`src/rtl/tlb_ctrl.sv`:
```
// TLB controller for an externally stored 4-way set-associative TLB.
// It handles lookup, page-walk refill, LRU-count victim selection and flush sequencing.
module tlb_ctrl #(
  parameter int unsigned NUM_SETS       = 16,
  parameter int unsigned SET_INDEX_BITS = 4,
  parameter int unsigned LRU_BITS       = 4
) (
  input  logic                        clk,
  input  logic                        rst_n,
  input  logic                        req_valid,
  output logic                        req_ready,
  input  logic [31:0]                 req_va,
  input  logic                        req_write,
  output logic                        resp_valid,
  input  logic                        resp_ready,
  output logic [31:0]                 resp_pa,
  output logic                        resp_fault,
  output logic                        walk_req_valid,
  input  logic                        walk_req_ready,
  output logic [19:0]                 walk_req_vpn,
  input  logic                        walk_resp_valid,
  input  logic [19:0]                 walk_ppn,
  input  logic [1:0]                  walk_perms,
  input  logic                        walk_fault,
  input  logic                        flush,
  output logic [SET_INDEX_BITS-1:0]   st_rd_set_index,
  input  logic [3:0]                  st_rd_valid,
  input  logic [79:0]                 st_rd_vpn,
  input  logic [79:0]                 st_rd_ppn,
  input  logic [7:0]                  st_rd_perms,
  input  logic [4*LRU_BITS-1:0]       st_rd_lru,
  output logic                        st_wr_en,
  output logic                        st_update_en,
  output logic                        st_lru_update_en,
  output logic [SET_INDEX_BITS-1:0]   st_wr_set_index,
  output logic [1:0]                  st_wr_way,
  output logic                        st_wr_valid,
  output logic [19:0]                 st_wr_vpn,
  output logic [19:0]                 st_wr_ppn,
  output logic [1:0]                  st_wr_perms,
  output logic [LRU_BITS-1:0]         st_wr_lru,
  output logic [SET_INDEX_BITS-1:0]   st_lru_set_index,
  output logic [1:0]                  st_lru_way
);

  localparam int unsigned NUM_WAYS   = 4;
  localparam int unsigned VPN_W      = 20;
  localparam int unsigned PPN_W      = 20;
  localparam int unsigned PERM_W     = 2;
  localparam int unsigned CNT_W      = SET_INDEX_BITS + 2;
  localparam int unsigned FLUSH_LAST = 4 * NUM_SETS - 1;

  typedef enum logic [2:0] {
    IDLE, LOOKUP, WALK_REQ, WALK_WAIT, REFILL, RESP, FLUSH
  } state_t;

  state_t                    state_q, state_d;
  logic [31:0]               va_q, va_d;
  logic                      write_q, write_d;
  logic [PPN_W-1:0]          ppn_q, ppn_d;
  logic [PERM_W-1:0]         perms_q, perms_d;
  logic [1:0]                victim_q, victim_d;
  logic [31:0]               pa_q, pa_d;
  logic                      fault_q, fault_d;
  logic                      flush_pend_q, flush_pend_d;
  logic [CNT_W-1:0]          cnt_q, cnt_d;

  logic [VPN_W-1:0]          vpn_c;
  logic [SET_INDEX_BITS-1:0] set_c;
  logic                      hit;
  logic [1:0]                hit_way;
  logic [PPN_W-1:0]          hit_ppn;
  logic [PERM_W-1:0]         hit_perms;
  logic [LRU_BITS-1:0]       hit_lru;
  logic                      vic_inv;
  logic [1:0]                victim;
  logic [LRU_BITS-1:0]       min_lru;
  logic [LRU_BITS-1:0]       way_lru;

  assign vpn_c = va_q[31:12];
  assign set_c = va_q[12 +: SET_INDEX_BITS];

  // Hit detection (lowest matching way) and victim choice from the read set
  always_comb begin
    hit       = 1'b0;
    hit_way   = '0;
    hit_ppn   = '0;
    hit_perms = '0;
    hit_lru   = '0;
    vic_inv   = 1'b0;
    victim    = '0;
    min_lru   = st_rd_lru[0 +: LRU_BITS];
    way_lru   = '0;
    for (int w = 0; w < NUM_WAYS; w++) begin
      if (!hit && st_rd_valid[w] && st_rd_vpn[w*VPN_W +: VPN_W] == vpn_c) begin
        hit       = 1'b1;
        hit_way   = 2'(w);
        hit_ppn   = st_rd_ppn[w*PPN_W +: PPN_W];
        hit_perms = st_rd_perms[w*PERM_W +: PERM_W];
        hit_lru   = st_rd_lru[w*LRU_BITS +: LRU_BITS];
      end
      if (!vic_inv && !st_rd_valid[w]) begin
        vic_inv = 1'b1;
        victim  = 2'(w);
      end
    end
    if (!vic_inv) begin
      for (int w = 1; w < NUM_WAYS; w++) begin
        way_lru = st_rd_lru[w*LRU_BITS +: LRU_BITS];
        if (way_lru < min_lru) begin
          min_lru = way_lru;
          victim  = 2'(w);
        end
      end
    end
  end

  always_comb begin
    state_d          = state_q;
    va_d             = va_q;
    write_d          = write_q;
    ppn_d            = ppn_q;
    perms_d          = perms_q;
    victim_d         = victim_q;
    pa_d             = pa_q;
    fault_d          = fault_q;
    flush_pend_d     = flush_pend_q;
    cnt_d            = cnt_q;
    st_wr_en         = 1'b0;
    st_update_en     = 1'b0;
    st_lru_update_en = 1'b0;
    st_wr_set_index  = '0;
    st_wr_way        = '0;
    st_wr_valid      = 1'b0;
    st_wr_vpn        = '0;
    st_wr_ppn        = '0;
    st_wr_perms      = '0;
    st_wr_lru        = '0;
    st_lru_set_index = '0;
    st_lru_way       = '0;

    if (flush && state_q != IDLE && state_q != FLUSH) flush_pend_d = 1'b1;

    case (state_q)
      IDLE: begin
        if (flush || flush_pend_q) begin
          flush_pend_d = 1'b0;
          cnt_d        = '0;
          state_d      = FLUSH;
        end else if (req_valid) begin
          va_d    = req_va;
          write_d = req_write;
          state_d = LOOKUP;
        end
      end
      LOOKUP: begin
        victim_d = victim;
        if (hit) begin
          pa_d    = {hit_ppn, va_q[11:0]};
          fault_d = write_q ? !hit_perms[1] : !hit_perms[0];
          // A saturated usage counter is left alone rather than wrapped
          if (hit_lru != '1) begin
            st_wr_en         = 1'b1;
            st_lru_update_en = 1'b1;
            st_lru_set_index = set_c;
            st_lru_way       = hit_way;
          end
          state_d = RESP;
        end else begin
          state_d = WALK_REQ;
        end
      end
      WALK_REQ: begin
        if (walk_req_ready) state_d = WALK_WAIT;
      end
      WALK_WAIT: begin
        if (walk_resp_valid) begin
          if (walk_fault) begin
            pa_d    = '0;
            fault_d = 1'b1;
            state_d = RESP;
          end else begin
            ppn_d   = walk_ppn;
            perms_d = walk_perms;
            state_d = REFILL;
          end
        end
      end
      REFILL: begin
        st_wr_en        = 1'b1;
        st_update_en    = 1'b1;
        st_wr_set_index = set_c;
        st_wr_way       = victim_q;
        st_wr_valid     = 1'b1;
        st_wr_vpn       = vpn_c;
        st_wr_ppn       = ppn_q;
        st_wr_perms     = perms_q;
        pa_d            = {ppn_q, va_q[11:0]};
        fault_d         = write_q ? !perms_q[1] : !perms_q[0];
        state_d         = RESP;
      end
      RESP: begin
        if (resp_ready) state_d = IDLE;
      end
      FLUSH: begin
        // Counter walks (set, way) way-minor; every field written as zero
        st_wr_en        = 1'b1;
        st_update_en    = 1'b1;
        st_wr_set_index = cnt_q[CNT_W-1:2];
        st_wr_way       = cnt_q[1:0];
        cnt_d           = cnt_q + CNT_W'(1);
        if (cnt_q == CNT_W'(FLUSH_LAST)) state_d = IDLE;
      end
      default: state_d = IDLE;
    endcase
  end

  always_ff @(posedge clk or negedge rst_n) begin
    if (!rst_n) begin
      state_q      <= IDLE;
      va_q         <= '0;
      write_q      <= 1'b0;
      ppn_q        <= '0;
      perms_q      <= '0;
      victim_q     <= '0;
      pa_q         <= '0;
      fault_q      <= 1'b0;
      flush_pend_q <= 1'b0;
      cnt_q        <= '0;
    end else begin
      state_q      <= state_d;
      va_q         <= va_d;
      write_q      <= write_d;
      ppn_q        <= ppn_d;
      perms_q      <= perms_d;
      victim_q     <= victim_d;
      pa_q         <= pa_d;
      fault_q      <= fault_d;
      flush_pend_q <= flush_pend_d;
      cnt_q        <= cnt_d;
    end
  end

  // A same-cycle flush blocks the handshake because flush wins over a request
  assign req_ready       = (state_q == IDLE) && !flush_pend_q && !flush;
  assign resp_valid      = (state_q == RESP);
  assign resp_pa         = pa_q;
  assign resp_fault      = fault_q;
  assign walk_req_valid  = (state_q == WALK_REQ);
  assign walk_req_vpn    = vpn_c;
  assign st_rd_set_index = set_c;

endmodule

```
`config.mk`:
```
export PLATFORM = sky130hd
export DESIGN_NAME = tlb_ctrl
export DESIGN_NICKNAME = d
export VERILOG_FILES = /design/src/rtl/tlb_ctrl.sv
export SDC_FILE = /design/constraint.sdc
export NUM_CORES = 1
export LEC_CHECK = 0
export CORE_AREA = 2 2 143 145
export CTS_BUF_LIST = sky130_fd_sc_hd__clkbuf_4
export CTS_CLUSTER_SIZE = 25
export DETAILED_ROUTE_END_ITERATION = 16
export DIE_AREA = 0 0 145 147
export PLACE_DENSITY = 0.71
export SKIP_LAST_GASP = 1
export SLEW_MARGIN = 40
export SYNTH_ARGS = -nofsm -noshare
export SYNTH_HDL_FRONTEND = slang
export SYNTH_SLANG_ARGS = --single-unit
```
`constraint.sdc`:
```
create_clock -name clk -period 4 [get_ports clk]
set_input_delay 0.8 -clock clk [delete_from_list [all_inputs] [get_ports clk]]
set_output_delay 0.8 -clock clk [all_outputs]
set_load 0.03 [all_outputs]
```
* Word-level counts from Yosys, hierarchy flattened
Index checks and enable logic that the tools add are counted.
** Cells by class
- Bitwise operators :: 2
- $lt $le $gt $ge :: 3
- Muxes and demuxes :: 75
- Equality and inequality tests :: 21
- Reduce and logical (&&, ||, !) cells :: 39
- Add/sub/neg operators :: 1
** Operators with widths (count)
- two-way mux 20 bit :: 6
- two-way mux 32 bit :: 3
- one-hot mux 32 bit (3 select lines) :: 1
- == test 20 bit :: 4
- two-way mux 4 bit :: 11
- two-way mux 2 bit :: 16
- two-way mux 1 bit :: 24
- two-way mux 3 bit :: 7
- one-hot mux 3 bit (7 select lines) :: 1
- logical AND 1 bit :: 14
- logical NOT 1 bit :: 14
- less-than comparator 4 bit :: 3
- one-hot mux 6 bit (2 select lines) :: 1
- inequality test 2 bit, second input constant :: 5
- == test 3 bit, second input constant :: 3
- one-hot mux 4 bit (2 select lines) :: 1
- adder 6 x 1 -> 6 bit, second input constant :: 1
- == test 3 x 2 -> 1 bit, second input constant :: 2
- == test 6 bit, second input constant :: 1
- two-way mux 6 bit :: 1
- inequality test 3 bit, second input constant :: 2
- AND reduction 3 bit :: 2
- nonzero test 3 bit :: 2
- AND reduction 5 bit :: 1
- 13 further kinds :: 15
** Word-level totals
- Output and inout bits :: 122
- Logic and storage cells :: 151
- Bits in registers :: 100

* Depth between registers and ports, before layout
Gate-level depths: netlist of the first run.
- Depth after elaboration :: 19
- Depth in mapped cells :: 19
- Depth with buffers taken out :: 19

* Worst setup path after synthesis of the first run
Ideal clock, no wire load.
- Path kind :: input to register
- Start point :: input port st_rd_lru[1]
- End point :: register victim_q[1]
- Cell stages on the path :: 18
- Arrival :: 4328 ps
- Slack :: -395 ps
- Path buffers :: 0
- Library setup time :: 66 ps
- Cells stage by stage :: inv_1 ha_1 a21o_1 a21o_1 a21oi_1 nor2_1 a21oi_1 ha_1 a21oi_1 nor2_1 o41ai_1 mux2_2 ha_1 o21a_1 o2111ai_1 nor2_1 a31oi_1 o221a_2
** Between the ends
- Longest elaborated chain between the ends :: 9
- Elaborated cells between the ends (all ways) :: 11
- Classes of those cells :: order compare: 3; mux: 8
** RTL lines
- from (decl) :: line 31 : input logic [4*LRU_BITS-1:0] st_rd_lru,
- less-than comparator 4 bit :: line 110 : if (way_lru < min_lru) begin
- two-way mux 4 bit :: line 110
- two-way mux 4 bit :: line 107 : if (!vic_inv) begin
- less-than comparator 4 bit :: line 110
- two-way mux 4 bit :: line 110
- two-way mux 4 bit :: line 107
- less-than comparator 4 bit :: line 110
- two-way mux 2 bit * :: line 110
- two-way mux 2 bit * :: line 107
- to (signal assigned) :: line 236 : victim_q <= victim_d;
- to (decl) :: line 62 : logic [1:0] victim_q, victim_d;
Every way passes the cells marked *; elsewhere a longest branch is shown, timed or not. The select of a mux whose other input is x is not followed.
A chain may end at the register's enable or synchronous reset.

* Final worst setup path of the first run
- Start point :: input port st_rd_vpn[45]
- End point :: output port st_lru_way[0]
** Between the ends
- Longest elaborated chain between the ends :: 11
- Elaborated cells between the ends (all ways) :: 15
- Classes of those cells :: eq/ne: 2; mux: 9; reduce/logical: 4
** RTL lines
- from (decl) :: line 28 : input logic [79:0] st_rd_vpn,
- == test 20 bit * :: line 95 : if (!hit && st_rd_valid[w] && st_rd_vpn[w*VPN_W +: VPN_W] == vpn_c) begin
- logical AND 1 bit * :: line 95
- two-way mux 1 bit :: line 95
- logical NOT 1 bit :: line 95
- logical AND 1 bit (2 in a row) :: line 95
- two-way mux 4 bit :: line 95
- inequality test 4 bit :: line 162 : if (hit_lru != '1) begin
- two-way mux 2 bit :: line 162
- two-way mux 2 bit * :: line 158 : if (hit) begin
- two-way mux 2 bit * :: line 144 : case (state_q)
- to (decl) :: line 43 : output logic [1:0] st_lru_way
Every way passes the cells marked *; elsewhere a longest branch is shown, timed or not.

==> results, run 1 <==
- The largest incremental delay on the critical path is approximately 500 ps.
- In the synthesized netlist, the number of instances is between 700 and 800.
- Walking the worst path, the cells encountered are clkdlybuf4s15_1, xor2_1, or4_1, or4_4, or2_4, a31o_4, a31oi_4, and3_4, buf_6.
- The leakage power of the design is about 4.6 nW.
- In the final timing run, aggregate negative setup slack is -13.15 ps.
- The largest total area in the synthesized netlist belongs to dfrtp_1.
- The startpoint identified for the worst register-to-register timing path is va_q[15].
- The final period demand of the worst path is roughly 4000 ps.
- The startpoint type of the worst setup path is a primary input.
- The fraction of final layout cells with drive strength greater than 1 is between 10% and 20%.
- In this run the worst hold path is classified as in2async.
- The placement row count is 52.
- Among all stages on the critical path, the largest delay is contributed by or4_1.
- The final clock skew is 28.64 ps.
- In the finished design, the share of the clock period the worst path needs comes to 100.3%.
- The critical path is of the in2out type.
- By area the synthesized netlist is led by dfrtp_1 (34%), mux2_2 (9.0%), xnor2_1 (6.9%).
- During placement, the flow inserted port buffers numbering roughly 370.
- The largest fanout on the critical path is 7.
- The starting density of the core is a little over a third.
- The number of buffers and inverters on the critical path is 2.
- The most used flip-flop cell after synthesis is dfrtp_1.
- The number of design rule violations left after detail routing is 0.
- Entering global routing, the biggest net connects 59 pins.
- The vias after detailed routing is 7,515.
- The worst endpoint required time is approximately 3200 ps.
- The layout overhead on the synthesized area is 61.41%.
- The TritonCTS sink count is 100.
- The number of filler cells placed in the layout is between 1,500 and 2,000.
- The final layout contains 1,402 nets.
- The via count of the first global-routing pass is about 7,600.
- Global routing used a little over a quarter of the available tracks.
- For this run, the register share of the synthesized area comes to 34.48%.
- The TritonCTS buffer count is 9.
- The die covers around 21,000 sq um.
- The final-report setup violation count is 1.
- The clock insertion delay at the later pin of the skew report is approximately 500 ps.
- The worst-case hold slack is 222.5 ps.
- The power density relative to cell area is approximately 610 nW/um^2.
- TritonCTS built the clock tree.
- The number of pins exceeding their max-slew limit in the final report was 0.
- The number of nets with antenna violations after detailed routing is 0.
- The final estimated routing congestion in global placement is a little under 1.
- The relative slew slack is around half.
- The register clock-pin slew on the reported worst setup and hold paths is roughly 210 ps.
- Detailed placement ended at an HPWL of around 23 mm.
- The synthesized netlist occupies a cell area of ~7300 sq um.
- The routed wire length is 30.02 mm.
- The tree is rooted in a clkbuf_4.
- The overall power is 7.090 mW.
- The launching instance or port of the critical path is st_rd_vpn[45].
- The arrival time at the worst endpoint is 3210 ps.
- The core region is 19,840 sq um.
- After layout, the worst setup slack is -13.15 ps.
- The flow ran to the end, but the final reports show violations.
- The number of library cell types mapped by synthesis is 68.
- The remaining global-route overflow is 0.
- Using the TritonRoute via totals, the vias-per-cell ratio works out to 5.303.
- In this run the mean area of a mapped cell was about 9.4 sq um.
- The initial antenna violation count is 4.
- The post-synthesis register bit count is 100.
- Max-cap violations in this run came to 0.
- The first routing iteration left between 400 and 500 violations.
- The level count of the clock H-tree is 3.
- The floorplan step set the die width to ~150 um.
- The area share of the largest cell type after synthesis is between 30% and 40%.
- The cell family contributing the most delay on the critical path is simple AND/OR/NAND/NOR gates.
- The global-route wire length before repair is between 40 and 50 mm.
- For this run, the share of the core covered by cells in the final layout is approximately 59%.
- In the synthesized netlist the async set-or-reset flop fraction comes to 100.0%.
- The final count of hold timing violations is 0.
- The slew of the pin with the lowest slew margin is slightly above 700 ps.
- The endpoint class of the critical path is a primary output.
- During synthesis, Yosys emitted a total of 0 warnings.
- The height of the die is roughly 150 um.
- Setup repair after global routing could not meet its margin everywhere.
- IR analysis of the VDD net gives a maximum drop of between 0.5 and 0.6 mV.
- Static timing analysis puts the maximum clock frequency at 0.2492 GHz.
- The number of placed instances, taps included is about 1,400.
- The detail-routed net length per standard cell is between 20 and 25 um.
- The clock tree buffer depth is 2.
- 373 I/O pins were placed.
- Yosys mapped a number of flops with a built-in enable equal to 0.
- The filler-free cell count of the finished design is about 1,400.
- The final reports fail on setup timing.
- The length of the first detailed-routing pass in iterations is 5.
-- per-stage QoR --
stage / area, sq um / setup WS, ps
floorplan: 7342 / -58.79
global placement: 11250 / -751.6
CTS: 11530 / -10.70
detailed placement: 11260 / -770.1
global route: 11710 / -71.35
finish: 11710 / -13.15
-- state kept, by name, indices dropped and copies added (netlist names) --
signal / cells
resp_pa: 32
va_q: 32
ppn_q: 20
cnt_q: 6
state_q: 3
perms_q: 2
victim_q: 2
flush_pend_q: 1
resp_fault: 1
write_q: 1
-- cells in the final DEF, fill, tap and decap left out, types with 24 or more instances in the layout --
cell	n
xor2_1	25
a21o_1	27
dfrtp_1	99
mux2_2	56
nand2_1	42
nor3_1	26
inv_1	24
xnor2_1	51
clkdlybuf4s50_1	342
buf_4	75
and2_1	44
o21ai_0	29
a31oi_1	43
-- Yosys cell counts (3+ instances only) --
| library cell | number |
|---|---|
| nand4b_1 | 3 |
| nand4_1 | 22 |
| nor3b_1 | 4 |
| buf_4 | 33 |
| nor4_1 | 10 |
| nand3b_1 | 5 |
| inv_1 | 26 |
| buf_1 | 3 |
| buf_2 | 11 |
| a31oi_1 | 44 |
| o21ai_0 | 29 |
| a21o_1 | 27 |
| a221oi_1 | 20 |
| o211ai_1 | 13 |
| buf_6 | 13 |
| mux2i_1 | 4 |
| nor2_1 | 25 |
| xor2_1 | 25 |
| nand2b_1 | 3 |
| dfrtp_1 | 100 |
| or4_1 | 6 |
| mux2_2 | 58 |
| clkbuf_1 | 21 |
| a21oi_1 | 10 |
| xnor2_1 | 57 |
| and2_1 | 48 |
| nand2_1 | 43 |
| nand3_1 | 12 |
| ha_1 | 12 |
| and3_1 | 4 |
| nor3_1 | 27 |
| or2_2 | 4 |
-- layer usage --
| metal | track usage [%] | vias to the layer above | share of wire (%) |
|---|---|---|---|
| met5 | 0 | - | 0.043 |
| met2 | 45.64 | 320 | 49 |
| met1 | 33.73 | 3647 | 41 |
| li1 | - | 3498 | - |
| met3 | 6.553 | 48 | 7.0 |
| met4 | 8.564 | 2 | 2.4 |
-- where the power goes --
group          leakage, nW  switching, mW  total, mW  internal, mW
sequential            1.25          0.492       1.97          1.47
combinational         3.31           2.46       4.54          2.08
clock               0.0835          0.426      0.583         0.157
-- kinds of logic after synthesis --
family | count (synthesis) | synth area share, %
buf+inv | 114 | 9.741
mux | 62 | 9.552
other cells | 1 | 0.05167
compound gates | 169 | 16.78
fa+ha+maj | 12 | 2.069
xor+xnor | 82 | 9.897
simple gates | 229 | 17.43
flops | 100 | 34.48
-- timing repair --
action                                  CTS  global route
gates cloned                              0             1
hold buffers                              0             0
pin swaps                                16            19
gates resized for setup                  29            30
setup buffers                             8             6
endpoints found under the setup margin   10            39
-- final timing paths --
path / depth (start not counted) / to / slack [ps]
worst max-delay path: 9 / st_lru_way[0] / -10
worst min-delay path: 1 / ppn_q[6] / 220
worst max register to register: 11 / resp_pa[13] / 570
worst min register to register: 1 / ppn_q[19] / 520
max in group asynchronous: 2 / resp_pa[13] / 2980
min in group clk: 1 / ppn_q[19] / 520
-- area by class of cell --
class	count	area [sq um]	share of cell area, %
Clock inverter	7	86.33	0.7370
Tap cell	270	337.8	2.884
Antenna cell	3	7.507	0.06409
Timing Repair Buffer	443	4273	36.48
Clock buffer	9	67.56	0.5768
Multi-Input combinational cell	559	4333	36.99
Sequential cell	100	2504	21.37
Inverter	26	105.1	0.8972
Note: power is estimated with default switching activity, not from simulation.
==> inputs of run 2 (changes only) <==
- GPL_TIMING_DRIVEN: unset -> 0
- TNS_END_PERCENT: unset -> 30
==> run 2 against run 1 <==
Net effect: non-clock buffer count rose by 30; critical path depth did not move; the run still ends with setup timing left; die area did not move; sequential power fell by 7%; clock skew rose by 6.2 ps; sequential cell count did not move; clock power rose by 4.5%; routed wire length rose by 1.4%.
==> results, run 2 (synthesized netlist as in run 1, its figures left out) <==
- The placeable core area is a little under 20,000 sq um.
- The number of filler cells placed in the layout is 1,761.
- The upper clock frequency limit is ~0.24 GHz.
- Entering global routing, the biggest net connects between 50 and 60 pins.
- In the finished design, the share of the clock period the worst path needs comes to 104.3%.
- The fraction of final layout cells with drive strength greater than 1 is 17.90%.
- The slowest stage of the critical path belongs to the cell or4_4.
- The flow ran to the end, but the final reports show violations.
- For the final routed database, the setup TNS stands at -998.8 ps.
- The number of pins exceeding their max-slew limit in the final report was 0.
- The top-level I/O count is around 370.
- For the pin with the worst max-slew slack, the measured transition is between 600 and 700 ps.
- The worst endpoint required time is 3200 ps.
- The overall power is 7.300 mW.
- The final count of hold timing violations came to 0.
- The die footprint is 21,320 sq um.
- After detailed routing, the average wire length per cell comes to 21.07 um.
- In this run the power density over the cells is roughly 620 nW/um^2.
- Counting along the longest clock path gives a buffer depth of 2.
- The largest fanout on the critical path is 7.
- The worst-case hold slack is around 150 ps.
- The final period demand of the worst path is between 4000 and 5000 ps.
- Setup repair after global routing could not meet its margin everywhere.
- The launching instance or port of the critical path is va_q[30].
- In the layout the commonest cells are clkdlybuf4s50_1 (349), dfrtp_1 (98), mux2_2 (57), xnor2_1 (56), buf_4 (56).
- After floorplanning, the core was divided into 52 placement rows.
- After detailed routing, the total wire length is just over 30 mm.
- The worst setup path is of the reg2out kind.
- Summing all multi-input logic gate instances after layout gives 4279 sq um.
- The final reports fail on setup timing.
- The routed layout has between 7,000 and 8,000 vias.
- The final-report setup violation count is 10.
- STA classifies the critical path startpoint as a register.
- After layout, the worst setup slack is -170.7 ps.
- After clock tree synthesis, the clock-pin slew on the worst setup and hold paths is approximately 220 ps.
- The area taken by flip-flops and latches is 2505 sq um.
- The layout overhead on the synthesized area is 63.40%.
- In this run, the number of DRC markers left after iteration 0 of detailed routing was 423.
- For this configuration, the core starts out at a cell density of 36.57%.
- The critical path ends at st_lru_way[0].
- The die is between 100 and 150 um wide.
- The max capacitance violation total is 0.
- The H-tree was split into 3 levels.
- The worst register-to-register path ends at resp_pa[31].
- The TritonCTS sink count is 100.
- In this run the worst hold path is classified as in2async.
- For this run, the slowest stage of the critical path takes 480 ps.
- The clock insertion delay at the later pin of the skew report is approximately 530 ps.
- For flop-to-flop paths, the worst setup slack is roughly 350 ps.
- The post-detailed-placement half-perimeter wirelength is 24.71 mm.
- The final clock skew is between 30 and 40 ps.
- The critical path goes through buf_6, xor2_2, or4_4, or4_4, or2_4, a31o_4, a31oi_4, and3_4, buf_6.
- The final estimated routing congestion in global placement is between 0.9 and 1.
- For this run, the detailed router's first-pass iteration total came to 5.
- The arrival time at the worst endpoint is 3370 ps.
- The worst setup path is captured at a primary output.
- The height of the die is approximately 150 um.
- The count of buffers added on input and output ports is 368.
- Clock tree synthesis selected as its root buffer the cell clkbuf_4.
- Headroom to the max-slew limit came out at slightly below 60%.
- The number of design rule violations left after detail routing is 0.
- The total overflow left after global routing is 0.
- Once detail routing completed, the nets flagged for antenna violations numbered 0.
- The most common cell after layout, fill and taps aside is clkdlybuf4s50_1.
- The initial antenna violation count was 1.
- The placed instances occupy a cell area of ~11,000 sq um.
- The final layout net count is roughly 1,400.
- Global routing used between 20 and 30% of the available tracks across all layers.
- The via count of the first global-routing pass came to slightly below 8,000.
- The first global-routing pass estimated about 46 mm of wire.
- Hold repair after CTS inserted 0 buffers.
- The final instance area is ~12,000 sq um.
- The via count normalized by instance count is around 5.3.
- The analysis attributes to cell leakage a power of approximately 4.8 nW.
- The startpoint of the most critical register-to-register path is va_q[15].
- The worst register-to-register path has a depth of 11.
- Across the VDD grid, the largest voltage drop is about 0.56 mV.
- Buffers inserted during clock tree synthesis total 9.
- TritonCTS built the clock tree.
run 2: cell count changes in the layout (fill, tap and decap cells not counted), moves of 4 or more:
cell	delta
clkbuf_1	+14
xnor2_2	-5
xnor2_1	+5
buf_6	+13
clkdlybuf4s50_1	+7
inv_8	-4
buf_2	+10
buf_4	-19
run 2: final cells by class:
| class | count | share of cell area, % |
|---|---|---|
| Antenna cell | 1 | 0.02110 |
| Buffer | 81 | 4.949 |
| Clock buffer | 9 | 0.5698 |
| Clock inverter | 7 | 0.7703 |
| Inverter | 26 | 0.8864 |
| Multi-Input combinational cell | 558 | 36.09 |
| Sequential cell | 100 | 21.12 |
| Tap cell | 270 | 2.849 |
| Timing Repair Buffer | 392 | 32.74 |
run 2: per-layer routing:
metal,GRT usage (%),routed length [um]
met3,6.304,1984
met1,35.72,12730
met4,7.822,718
met5,0,0
met2,48.19,15000
run 2: how the worst min path moves through the flow:
stage,startpoint,to,slack (ps)
after global routing,rst_n,ppn_q[10],130
after CTS,rst_n,ppn_q[10],150
after detailed placement,ppn_q[13],ppn_q[13],490
after global placement,ppn_q[13],ppn_q[13],480
final,rst_n,ppn_q[10],150
after floorplan,ppn_q[19],ppn_q[19],470
run 2: through the flow:
step	worst slack (ps)	util, %	instances
after global routing	-275.8	59.75	1444
after CTS	-205.3	59.21	1438
final	-170.7	59.75	1444
after detailed placement	-1118	57.46	1411
after global placement	-1975	57.23	1410
after floorplan	-58.79	-	772
run 2: worst max-delay path: cells and delay by family, from the launching register on:
kind / cells / cell delay [ps]
buf+inv: 2 / 260
compound gates: 2 / 500
simple gates: 4 / 1490
xor+xnor: 1 / 150
flops: 1 / 440
run 2: repair_timing:
action                                  CTS  global route
resized for setup                        79            22
setup buffers                            14             9
pin swaps                                20             8
endpoints found under the setup margin   37            48
run 2: power breakdown:
part           internal (mW)  total (mW)  switching (mW)
Sequential              1.48        1.84           0.360
Clock                  0.158       0.609           0.452
Combinational           2.24        4.86            2.62
==> inputs of run 3 (changes only) <==
- clock period: 4 -> 4.3 ns (I/O delays scaled with it)
==> run 3 against run 2 <==
Net effect: power is 6.7% lower; routed wire length stayed put; sequential share of layout area is 0.086 points higher; sequential power is 9% lower; critical path type is now in2out; hold slack worse by 5.8 ps; non-clock buffer count stayed put; sequential cell count stayed put; the run now ends clean.
==> results, run 3 (synthesized netlist as in run 1, its figures left out) <==
- The run finished with clean final reports.
- Wires add up to around 30 mm.
- Using the TritonRoute via totals, the vias-per-cell ratio works out to 5.241.
- The highest-delay cell along the critical path is or4_1.
- The level count of the clock H-tree is 3.
- After layout, the design draws a total of between 6 and 7 mW.
- Dividing the final minimum period by the clock period gives between 90 and 100%.
- The placement row count is 52.
- The startpoint type of the worst setup path is a primary input.
- The min-delay analysis places its worst path in the category in2async.
- The initial antenna violation count is 2.
- The top-level I/O count is about 370.
- The final estimated routing congestion in global placement is ~0.9.
- Counting every sink on the clock net gives 100.
- The die footprint is 21,320 sq um.
- The utilization of the core after routing is 59.48%.
- STA classifies the critical path endpoint as a primary output.
- The leakage power of the design is 4.718 nW.
- The library cell used most frequently in the layout, excluding fill and tap cells, is clkdlybuf4s50_1.
- The maximum number of pins on one net before global-route repair is 73.
- The largest single stage delay on the critical path is around 520 ps.
- Data on the critical path arrives at its endpoint at between 3000 and 4000 ps.
- The length of the first detailed-routing pass in iterations is 5.
- Cells with a size suffix above 1 make up about 17% of the layout.
- During placement, the flow inserted port buffers numbering roughly 370.
- The longest clock path from root to sink contains 2 buffers.
- The starting density of the core is a little over a third.
- The signal on the critical path passes through dlygate4sd2_1, xor2_1, or4_1, or4_4, or2_4, a31o_4, a31oi_4, and3_4, buf_6.
- The via count of the first global-routing pass is roughly 7,700.
- The final-report setup violation count is 0.
- The number of design rule violations left after detail routing is 0.
- The post-detailed-placement half-perimeter wirelength is 24.37 mm.
- The TritonCTS buffer count is 9.
- Setup repair after global routing could not meet its margin everywhere.
- The worst slack after detailed placement is -892.3 ps.
- The upper clock frequency limit is between 0.2 and 0.25 GHz.
- Across the run, the number of max-cap violations was 0.
- The all-layer global routing usage is 28.06%.
- The remaining global-route overflow is 0.
- The final critical-path setup slack is 8.798 ps.
- The global-route wire length before repair is between 40 and 50 mm.
- After floorplanning, the core was sized to cover 19,840 sq um.
- In the layout the commonest cells are clkdlybuf4s50_1 (353), dfrtp_1 (99), mux2_2 (57), xnor2_1 (56), buf_4 (52).
- The worst path needs around 4300 ps of the cycle, external delays included.
- Data on the critical path is required at its endpoint by around 3400 ps.
- Dividing total power by cell area gives a power density of 577.0 nW/um^2.
- The number of pins exceeding their max-slew limit in the final report is 0.
- At the pin with the least slew margin, the transition time is about 760 ps.
- The die is around 150 um tall.
- The register clock-pin slew on the reported worst setup and hold paths is ~190 ps.
- The final count of hold timing violations came to 0.
- The worst setup path is of the in2out kind.
- The maximum vdd ir drop is 0.4256 mV.
- The violation count after the first detailed-route iteration is 338.
- In this run the worst path has a maximum fanout of 7.
- The final clock skew is 22.31 ps.
- In this run the remaining antenna-violating nets after routing total 0.
- The root buffer cell is clkbuf_4.
- The clock insertion delay at the later pin of the skew report is 540 ps.
- The relative slew slack is around half.
- In the final routed layout, each cell accounts on average for around 21 um.
- After the last flow step, the layout net total stands at between 1,000 and 1,500.
- The die boundary width is about 150 um.
- The vias after detailed routing is 7,573.
- TritonCTS built the clock tree.
- From synthesis to final layout, the design area changed by 62.65%.
## run 3: changes by cell type in the layout (fill, tap and decap cells not counted), sizes merged
| cell | previous run | this run |
|---|---|---|
| diode | 1 | 2 |
| dlymetal6s2s | 5 | 4 |
| buf | 91 | 87 |
| bufinv | 0 | 1 |
| clkdlybuf4s15 | 1 | 2 |
| clkinvlp | 0 | 1 |
| dlygate4sd2 | 6 | 3 |
| clkinv | 4 | 2 |
| clkdlybuf4s50 | 349 | 353 |
| clkbuf | 26 | 29 |
## run 3: area by class of cell
cell class | instances | area, sq um
antenna | 2 | 5.005
buffer | 84 | 604.3
clock buffer | 9 | 67.56
clock inverter | 7 | 93.84
fill | 1781 | 8040
inverter | 26 | 97.59
multi-input combinational | 558 | 4233
sequential | 100 | 2504
tap | 270 | 337.8
timing repair buffer | 389 | 3861
## run 3: per-layer routing
metal,vias to the layer above,track usage [%],wire [um]
li1,3547,-,-
met1,3672,34.92,12520
met2,302,48.45,14840
met3,52,7.081,2192
met4,0,7.871,869
met5,-,0,0
## run 3: path summary, 6_finish.rpt
kind / start / end / slack, ps / cells after the start
hold reg to reg: va_q[0] / resp_pa[0] / 520 / 2
min in group clk: va_q[0] / resp_pa[0] / 520 / 2
setup / recovery: st_rd_vpn[45] / st_lru_way[0] / 9 / 9
max in group asynchronous: rst_n / va_q[12] / 3480 / 2
hold / removal: rst_n / va_q[27] / 150 / 1
setup reg to reg: va_q[15] / resp_pa[31] / 660 / 11
## run 3: stage by stage
stage / setup TNS, ps / hold WS, ps / instances / cell area, sq um
after global placement: -182890 / 480.5 / 1410 / 11300
after detailed placement: -8028 / 487.4 / 1411 / 11340
after global routing: -649.2 / 121.4 / 1445 / 11800
after CTS: -84.42 / 125.6 / 1432 / 11610
final: 0 / 145.9 / 1445 / 11800
after floorplan: 0 / 472.1 / 772 / 7279
## run 3: power by group
| group | internal, mW | leakage, nW | total [mW] | switching [mW] |
|---|---|---|---|---|
| Combinational | 2.09 | 3.39 | 4.54 | 2.44 |
| Sequential | 1.37 | 1.25 | 1.68 | 0.310 |
| Clock | 0.193 | 0.0833 | 0.591 | 0.399 |
## run 3: timing repair
item / in CTS / in global routing
gates cloned: 0 / 0
gates resized for setup: 58 / 32
hold buffers: 0 / 0
pin swaps: 12 / 16
buffers inserted: 6 / 14
setup endpoints to repair: 10 / 19
## run 3: critical path: cells and delay by family
family | cells | cell delay (ps)
AO/OA/AOI/OAI | 2 | 510
AND/OR/NAND/NOR | 4 | 1510
XOR/XNOR | 1 | 180
buffers and inverters | 2 | 370
